**config.mk**
```make
export PLATFORM = sky130hd
export DESIGN_NAME = timer_core_param
export DESIGN_NICKNAME = d
export VERILOG_FILES = /design/src/rtl/timer_core_param.sv
export SDC_FILE = /design/constraint.sdc
export NUM_CORES = 1
export LEC_CHECK = 0
export ABC_AREA = 1
export CORE_ASPECT_RATIO = 0.7
export CORE_UTILIZATION = 23
export CTS_CLUSTER_DIAMETER = 120
export DETAILED_ROUTE_END_ITERATION = 7
export MAX_ROUTING_LAYER = met4
export SETUP_SLACK_MARGIN = 0.3
export SKIP_LAST_GASP = 1
export SLEW_MARGIN = 20
export SYNTH_ARGS = -nofsm -noshare
export SYNTH_HDL_FRONTEND = slang
export SYNTH_SLANG_ARGS = --single-unit
```
**constraint.sdc**
```tcl
create_clock -name clk -period 2.37 [get_ports clk]
set_input_delay 0.474 -clock clk [delete_from_list [all_inputs] [get_ports clk]]
set_output_delay 0.474 -clock clk [all_outputs]
set_load 0.01 [all_outputs]
```
**src/rtl/timer_core_param.sv**
```systemverilog
`timescale 1ns/1ps
// timer_core_param: 1 s prescaled minute/second timer with count-down, count-up and
// auto-reload count-down modes. Define TIMER_LAP_EN to add the lap capture input/outputs.
module timer_core_param #(
    parameter int CLK_PER_SEC = 50000000,
    parameter int MIN_W       = 8,
    parameter int SEL_W       = 3
) (
    input  logic             clk,
    input  logic             rst_n,
    input  logic             start_stop_n,
    input  logic [1:0]       mode_sel,
    input  logic [SEL_W-1:0] time_sel,
`ifdef TIMER_LAP_EN
    input  logic             lap_n,
    output logic [7:0]       lap_sec,
    output logic [MIN_W-1:0] lap_min,
`endif
    output logic [7:0]       sec_out,
    output logic [MIN_W-1:0] min_out,
    output logic             running,
    output logic             stop_led,
    output logic             done_pulse
);

    localparam int            PW     = $clog2(CLK_PER_SEC);
    localparam logic [PW-1:0] P_LAST = PW'(CLK_PER_SEC - 1);

    // Largest minute value is 2^SEL_W, which has to fit in the minutes counter.
    if (CLK_PER_SEC < 2) begin : g_bad_cps
        $error("timer_core_param: CLK_PER_SEC must be at least 2");
    end
    if (SEL_W >= MIN_W) begin : g_bad_width
        $error("timer_core_param: SEL_W must be smaller than MIN_W");
    end

    typedef enum logic [1:0] {S_IDLE, S_RUN, S_PAUSE, S_DONE} state_t;

    state_t           r_state;
    logic [PW-1:0]    r_presc;
    logic             r_up;
    logic             r_reload;
    logic [SEL_W-1:0] r_tsel;
    logic [7:0]       r_sec;
    logic [MIN_W-1:0] r_min;
    logic             r_running;
    logic             r_stop_led;
    logic             r_done;

    logic             r_ss_s1, r_ss_s2, r_ss_prev;
    logic             w_press;
    logic             w_tick;
    logic             w_expire;
    logic [7:0]       w_nxt_sec;
    logic [MIN_W-1:0] w_nxt_min;
    logic [MIN_W-1:0] w_live_min;
    logic [MIN_W-1:0] w_latch_min;

    always_ff @(posedge clk or negedge rst_n) begin
        if (!rst_n) begin
            r_ss_s1   <= 1'b1;
            r_ss_s2   <= 1'b1;
            r_ss_prev <= 1'b1;
        end else begin
            r_ss_s1   <= start_stop_n;
            r_ss_s2   <= r_ss_s1;
            r_ss_prev <= r_ss_s2;
        end
    end

    assign w_press     = !r_ss_s2 && r_ss_prev;
    assign w_tick      = (r_presc == P_LAST);
    assign w_live_min  = (mode_sel == 2'b01) ? '0 : MIN_W'(time_sel) + MIN_W'(1);
    assign w_latch_min = MIN_W'(r_tsel) + MIN_W'(1);

    // Value after the next tick; a count-down already at 00:00 reloads (auto-reload only).
    always_comb begin
        w_nxt_sec = r_sec;
        w_nxt_min = r_min;
        w_expire  = 1'b0;
        if (r_up) begin
            if (r_sec < 8'd59) begin
                w_nxt_sec = r_sec + 8'd1;
            end else begin
                w_nxt_sec = 8'd0;
                w_nxt_min = r_min + MIN_W'(1);
            end
            w_expire = (w_nxt_sec == 8'd0) && (w_nxt_min == w_latch_min);
        end else begin
            if (r_sec != 8'd0) begin
                w_nxt_sec = r_sec - 8'd1;
            end else if (r_min != '0) begin
                w_nxt_sec = 8'd59;
                w_nxt_min = r_min - MIN_W'(1);
            end else begin
                w_nxt_sec = 8'd0;
                w_nxt_min = w_latch_min;
            end
            w_expire = (w_nxt_sec == 8'd0) && (w_nxt_min == '0);
        end
    end

    always_ff @(posedge clk or negedge rst_n) begin
        if (!rst_n) begin
            r_state    <= S_IDLE;
            r_presc    <= '0;
            r_up       <= 1'b0;
            r_reload   <= 1'b0;
            r_tsel     <= '0;
            r_sec      <= 8'd0;
            r_min      <= '0;
            r_running  <= 1'b0;
            r_stop_led <= 1'b0;
            r_done     <= 1'b0;
        end else begin
            r_done <= 1'b0;
            case (r_state)
                S_IDLE: begin
                    r_sec <= 8'd0;
                    r_min <= w_live_min;
                    if (w_press) begin
                        r_state   <= S_RUN;
                        r_running <= 1'b1;
                        r_up      <= (mode_sel == 2'b01);
                        r_reload  <= (mode_sel == 2'b10);
                        r_tsel    <= time_sel;
                        r_presc   <= '0;
                    end
                end
                S_RUN: begin
                    r_presc <= w_tick ? '0 : r_presc + PW'(1);
                    if (w_tick) begin
                        r_sec  <= w_nxt_sec;
                        r_min  <= w_nxt_min;
                        r_done <= w_expire;
                    end
                    // Expiry outranks a simultaneous press unless the mode reloads.
                    if (w_tick && w_expire && !r_reload) begin
                        r_state    <= S_DONE;
                        r_running  <= 1'b0;
                        r_stop_led <= 1'b1;
                    end else if (w_press) begin
                        r_state    <= S_PAUSE;
                        r_running  <= 1'b0;
                        r_stop_led <= 1'b1;
                    end
                end
                S_PAUSE: begin
                    if (w_press) begin
                        r_state    <= S_RUN;
                        r_running  <= 1'b1;
                        r_stop_led <= 1'b0;
                    end
                end
                S_DONE: begin
                    if (w_press) begin
                        r_state    <= S_RUN;
                        r_running  <= 1'b1;
                        r_stop_led <= 1'b0;
                        r_presc    <= '0;
                        r_sec      <= 8'd0;
                        r_min      <= r_up ? '0 : w_latch_min;
                    end
                end
                default: r_state <= S_IDLE;
            endcase
        end
    end

    assign sec_out    = r_sec;
    assign min_out    = r_min;
    assign running    = r_running;
    assign stop_led   = r_stop_led;
    assign done_pulse = r_done;

`ifdef TIMER_LAP_EN
    logic             r_lap_s1, r_lap_s2, r_lap_prev;
    logic             w_lap;
    logic [7:0]       r_lap_sec;
    logic [MIN_W-1:0] r_lap_min;

    assign w_lap = !r_lap_s2 && r_lap_prev;

    // Captures the value as it stands after this cycle, so a coincident tick is included.
    always_ff @(posedge clk or negedge rst_n) begin
        if (!rst_n) begin
            r_lap_s1   <= 1'b1;
            r_lap_s2   <= 1'b1;
            r_lap_prev <= 1'b1;
            r_lap_sec  <= 8'd0;
            r_lap_min  <= '0;
        end else begin
            r_lap_s1   <= lap_n;
            r_lap_s2   <= r_lap_s1;
            r_lap_prev <= r_lap_s2;
            if (w_lap && r_state == S_RUN) begin
                r_lap_sec <= w_tick ? w_nxt_sec : r_sec;
                r_lap_min <= w_tick ? w_nxt_min : r_min;
            end
        end
    end

    assign lap_sec = r_lap_sec;
    assign lap_min = r_lap_min;
`endif

endmodule
```
# --- Word level (Yosys, flattened, before mapping) ---
# Index checks and enable logic that the tools add are counted.
op_classes:
  addsub: 7
  order_cmp: 1
  n_eq_ne: 13
  muxes: 36
  reduce_logical: 24
op_table:
  columns: ["op", "n"]
  rows:
  - ["$mux 8", 15]
  - ["$mux 26", 2]
  - ["$pmux 26 s2", 1]
  - ["$pmux 8 s3", 2]
  - ["$add 26x1->26 const B", 1]
  - ["$eq 26x26->1 const B", 1]
  - ["$logic_not 8->1", 3]
  - ["$add 8x1->8 const B", 2]
  - ["$reduce_bool 8->1", 2]
  - ["$sub 8x1->8 const B", 2]
  - ["$add 3x1->4 const B", 2]
  - ["$eq 8x4->1", 1]
  - ["$lt 8x6->1 const B", 1]
  - ["$mux 4", 2]
  - ["$mux 1", 7]
  - ["$eq 2x2->1 const B", 3]
  - ["$mux 2", 3]
  - ["$mux 6", 1]
  - ["$ne 2x1->1 const B", 3]
  - ["$reduce_and 2->1", 3]
  - ["$reduce_and 3->1", 2]
  - ["$logic_and 1x1->1", 5]
  - ["$eq 2x1->1 const B", 2]
  - ["$ne 2x2->1 const B", 2]
  - ["9 further kinds", 13]
word_totals:
  register_bits: 55
  input_bits: 8
  output_inout_bits: 19
  wordCells: 94

# --- Logic depth before layout (Yosys ltp) ---
# Gate-level depths: netlist of run 1.
logic_depth:
  ltp_word: 11
  mapped_depth: 20
  ltp_nobuf: 19

# --- Worst setup path after synthesis of run 1 ---
# Ideal clock, no wire load.
synth_timing:
  path_kind: "register to register"
  start: "register r_min[1] (netlist: min_out[1])"
  end: "register r_state[1]"
  setup_time_ns: 0.118
  t_arrival_ns: 2.100
  required_time_ns: 2.252
  slack_ns: 0.152
  stages_incl_launch_ff: 19
  path_buffers: 1
  period_less_slack_ns: 2.218
  path_cell_list: "dfrtp_1 clkbuf_1 inv_1 ha_1 inv_1 nor3_1 nand2_2 nand2_2 nand2_1 nor2_1 nand3_1 nor2_1 nand3_1 nand2_1 nand3_1 nor2_2 nand3_2 nand3_1 nand2_1"
synth_via:
  elab_chain_len: 11
  word_cells_on_any_way: 23
  cone_classes: "add/sub: 2; eq/ne: 2; mux: 11; reduce/logical: 8"
synth_rtl:
  columns: ["item", "line", "rtl"]
  rows:
  - ["start, declared", "45", "logic [MIN_W-1:0] r_min;"]
  - ["start signal, assigned", "120", "r_min <= w_live_min;"]
  - ["start signal, assigned", "134", "r_min <= w_nxt_min;"]
  - ["start signal, assigned", "162", "r_min <= r_up ? '0 : w_latch_min;"]
  - ["$sub 8x1->8 or $reduce_bool 8->1 (tied branches)", "94, 92", null]
  - ["$mux 8 or $mux 6 (tied branches)", "92", "end else if (r_min != '0) begin"]
  - ["$mux 8", "90", "if (r_sec != 8'd0) begin"]
  - ["$mux 8", "81", "if (r_up) begin"]
  - ["$logic_not 8->1", "99", "w_expire = (w_nxt_sec == 8'd0) && (w_nxt_min == '0);"]
  - ["$logic_and 1x1->1", "99", null]
  - ["$mux 1 (*)", "81", null]
  - ["$logic_and 1x1->1 (*) (2 in series)", "138", "if (w_tick && w_expire && !r_reload) begin"]
  - ["$mux 2 or $ne 3x3->1 (tied branches)", null, null]
  - ["$pmux 2 s2 or $reduce_and 2->1 (tied branches)", null, null]
  - ["end signal, assigned", "122", "r_state <= S_RUN;"]
  - ["end signal, assigned", "139", "r_state <= S_DONE;"]
  - ["end signal, assigned", "143", "r_state <= S_PAUSE;"]
  - ["end, declared", "39", "state_t r_state;"]
# Mark *: on every way between the ends. The rest lies on a longest branch, timed or not. The select of a mux whose other input is x is not followed.
# A chain may end at the register's enable or synchronous reset.

# --- Worst setup path in the final report of run 1 ---
layout_timing:
  start: "register r_sec[1] (netlist: sec_out[1])"
  end: "register r_state[1]"
layout_via:
  elab_chain_len: 10
  word_cells_on_any_way: 25
  cone_classes: "add/sub: 2; order compare: 1; eq/ne: 2; mux: 11; reduce/logical: 9"
layout_rtl:
  columns: ["item", "line", "rtl"]
  rows:
  - ["start, declared", "44", "logic [7:0] r_sec;"]
  - ["start signal, assigned", "133", "r_sec <= w_nxt_sec;"]
  - ["$sub 8x1->8, or another cell as far along", "91", "w_nxt_sec = r_sec - 8'd1;"]
  - ["$mux 8 (on tied branches)", "90, 82", null]
  - ["$mux 8", "81", null]
  - ["$logic_not 8->1, or another cell as far along", "99", null]
  - ["$logic_and 1x1->1 (on tied branches)", "99, 88", null]
  - ["$mux 1 (*)", "81", null]
  - ["$logic_and 1x1->1 (*) (2 in series)", "138", null]
  - ["$mux 2 or $ne 3x3->1 (tied branches)", null, null]
  - ["$pmux 2 s2 or $reduce_and 2->1 (tied branches)", null, null]
# Marked as above.

==> results.json, run 1 <==
{
  "hold_viol": 0,
  "p_leak_nw": 2.96,
  "avgSynthCellArea_sq_um": 6.69,
  "layout-drive-gt1-share_pct": 32.1,
  "postCtsHoldBufs": 0,
  "antenna_found_initial": 0,
  "finalNonFillerCells": 997,
  "worstSetupStartpointType": "register",
  "critical_path.max_stage_delay_ps": 450,
  "cts_tree": "built",
  "period_share_pct": 96.5,
  "r2r_end": "r_state[1]",
  "crit_chain": "ha_4 -> nor2_4 -> inv_2 -> a21boi_4 -> nand2_2 -> nand2_2 -> nor2_1 -> nor3_2 -> nand3_1 -> nor2_1 -> nor2_1 -> nor2_2 -> nand3_2 -> nand3_1 -> nand2_1",
  "final_area_sq_mm": 0.00632,
  "drt_iter0_markers": 547,
  "synth_top_area_share_pct": 30.0,
  "wl_um": 14700,
  "numCtsBuffers": 5,
  "worstSkewPairLatency_ps": 310,
  "area_growth_pct": 45.7,
  "dp.cells": 929,
  "synthArstFlopShare_pct": 100,
  "synth_cell_type_count": 48,
  "chipWidth_um": 166,
  "place_area_sq_mm": 0.00509,
  "synth_nets": 668,
  "fmax_mhz": 437,
  "rsz0062_at_grt": "true",
  "numPortBuffers": 26,
  "firstDrtPassIters": 8,
  "worstSetupEndpointType": "register",
  "synth-seq-cells": 55,
  "antenna_cells": 0,
  "die_area_sq_mm": 0.0194,
  "fillers": 1855,
  "ioPinCount": 27,
  "maxSlewHeadroom_pct": 59.1,
  "grt_pass1_vias": 4494,
  "die_h_um": 117,
  "netlist_instances": 648,
  "p_total_mw": 7.58,
  "yosys_warnings": 0,
  "cp_max_fo": 4,
  "status": "finished with violations",
  "grt_pass1_wl_um": 23200,
  "rows": 41,
  "cp_num_buf_inv": 1,
  "required_ps": 2580,
  "synth_most_common_cell": "nand2_1",
  "grt_max_degree": 56,
  "wl_per_cell_um": 14.8,
  "yosysSeqAreaShare_pct": 31.8,
  "crit_path_frequent_cell": "nor2_1",
  "r2r_start": "sec_out[1]",
  "r2r_slack_ps": 80,
  "worstHoldPathType": "in2async",
  "power.density_mw_per_mm2": 1200,
  "cp.arrival_ps": 2500,
  "core_area_sq_mm": 0.0182,
  "num_vias": 4865,
  "initial_utilization_pct": 23.8,
  "synth_area_sq_mm": 0.00434,
  "dp_slack_ps": -69.3,
  "setup_viol": 0,
  "synth_top_area_cell": "dfrtp_1",
  "fin_crit_ps": 2290,
  "fin_ws_ps": 82.0,
  "cpLargestDelayFamily": "simple AND/OR/NAND/NOR gates",
  "multi_input_area_sq_mm": 0.00304,
  "drv_slew": 0,
  "cts_max_path_buffers": 2,
  "layout.nets": 780,
  "cts_htree_levels": 2,
  "ys.flop_type": "dfrtp_1",
  "globalplace.congestion": 0.941,
  "seq_area_sq_mm": 0.00139,
  "clk_pin_slew_worst_paths_ps": 80,
  "globalRoute.totalOverflow": 0,
  "hpwlAfterDp_um": 10100,
  "critPathKind": "reg2reg",
  "ant_nets": 0,
  "grtUsageTotal_pct": 15.6,
  "yosys-top-cells-area": "dfrtp_1 30%, nand2_1 15%, nand3_1 7.0%",
  "synth_commonest_cells": "168 x nand2_1, 79 x inv_1, 69 x nor2_1",
  "remaining_drc_errors": 2,
  "cts-root-buf": "clkbuf_16",
  "peakVddDrop_mv": 0.472,
  "clock-sinks": 55,
  "synth_edf_count": 0,
  "worstMarginPinSlew_ps": 614,
  "violations": "design-rule violations",
  "reg2regPathDepth": 15,
  "fin_skew_ps": 7.47,
  "max_cap_viol_count": 0,
  "viasPerCell": 4.88,
  "crit_slowest_cell": "dfrtp_2"
}
-- worst max-delay path by stage --
stage	cells past startpoint	start	slack, ps	to
after floorplan	16	sec_out[1]	300	r_state[1]
after global placement	14	sec_out[0]	-90	r_state[1]
after detailed placement	14	sec_out[1]	-70	r_state[1]
after CTS	15	sec_out[0]	160	r_state[1]
after global routing	15	sec_out[1]	-80	r_state[1]
final	15	sec_out[1]	80	r_state[1]
-- power breakdown --
group          switching, mW  internal [mW]  total [mW]
sequential             0.284           1.14        1.42
clock                  0.384          0.424       0.808
combinational           3.16           2.19        5.35
-- stage by stage --
stage | TNS [ps] | hold WS [ps] | utilization [%]
floorplan | 0 | 178 | -
global placement | -216 | 346 | 27.9
detailed placement | -132 | 349 | 27.9
CTS | 0 | 164 | 32.5
global route | -187 | 167 | 34.7
finish | 0 | 136 | 34.7
-- final cells by class --
type,instances,share of cell area [%]
Multi-Input combinational cell,492,48.2
Clock inverter,2,0.257
Clock buffer,6,2.20
Inverter,89,5.45
Timing Repair Buffer,117,17.2
Sequential cell,55,22.1
Tap cell,236,4.67
-- per-layer routing --
layer / part of all wire [%] / GRT usage (%) / vias up / wire [um]
li1: - / - / 2375 / -
met1: 49 / 22.9 / 2283 / 7240
met2: 41 / 21.4 / 196 / 6050
met3: 8.9 / 3.23 / 11 / 1320
met4: 0.86 / 3.93 / 0 / 127
met5: 0 / - / - / 0
-- cells by family after synthesis --
logic type / share of synthesized area [%]
adder cells (fa/ha/maj): 3.46
AND/OR/NAND/NOR: 39.2
flip-flops: 31.8
XOR/XNOR: 1.41
AO/OA/AOI/OAI: 14.3
buffers and inverters: 9.70
-- placed cells by master (no fill, tap or decap), types with 21 or more instances in the layout --
cell / instances
buf_4: 68
clkdlybuf4s50_1: 24
dfrtp_1: 41
inv_1: 70
nand2_1: 146
nand2_2: 21
nand3_1: 51
nor2_1: 61
o21ai_0: 22
-- what timing repair did --
action,CTS,global route
setup buffers,43,15
setup endpoints to repair,25,45
gates resized for setup,84,80
pin swaps,32,36
endpoints found under the hold margin,0,0
gates cloned,2,0
-- registers in the layout, indices dropped and copies added (netlist names) --
| register | count |
|---|---|
| done_pulse | 1 |
| min_out | 8 |
| r_presc | 26 |
| r_reload | 1 |
| r_ss_prev | 1 |
| r_ss_s1 | 1 |
| r_ss_s2 | 1 |
| r_state | 2 |
| r_tsel | 3 |
| r_up | 1 |
| running | 1 |
| sec_out | 8 |
| stop_led | 1 |
No activity file was read; power rests on OpenSTA's default activity.
==> run 2: changes to the inputs <==
Settings changed: CTS_CLUSTER_DIAMETER 120 to 200.
==> results of run 2 <==
Final layout, timing and power as in run 1 (identical DEF).
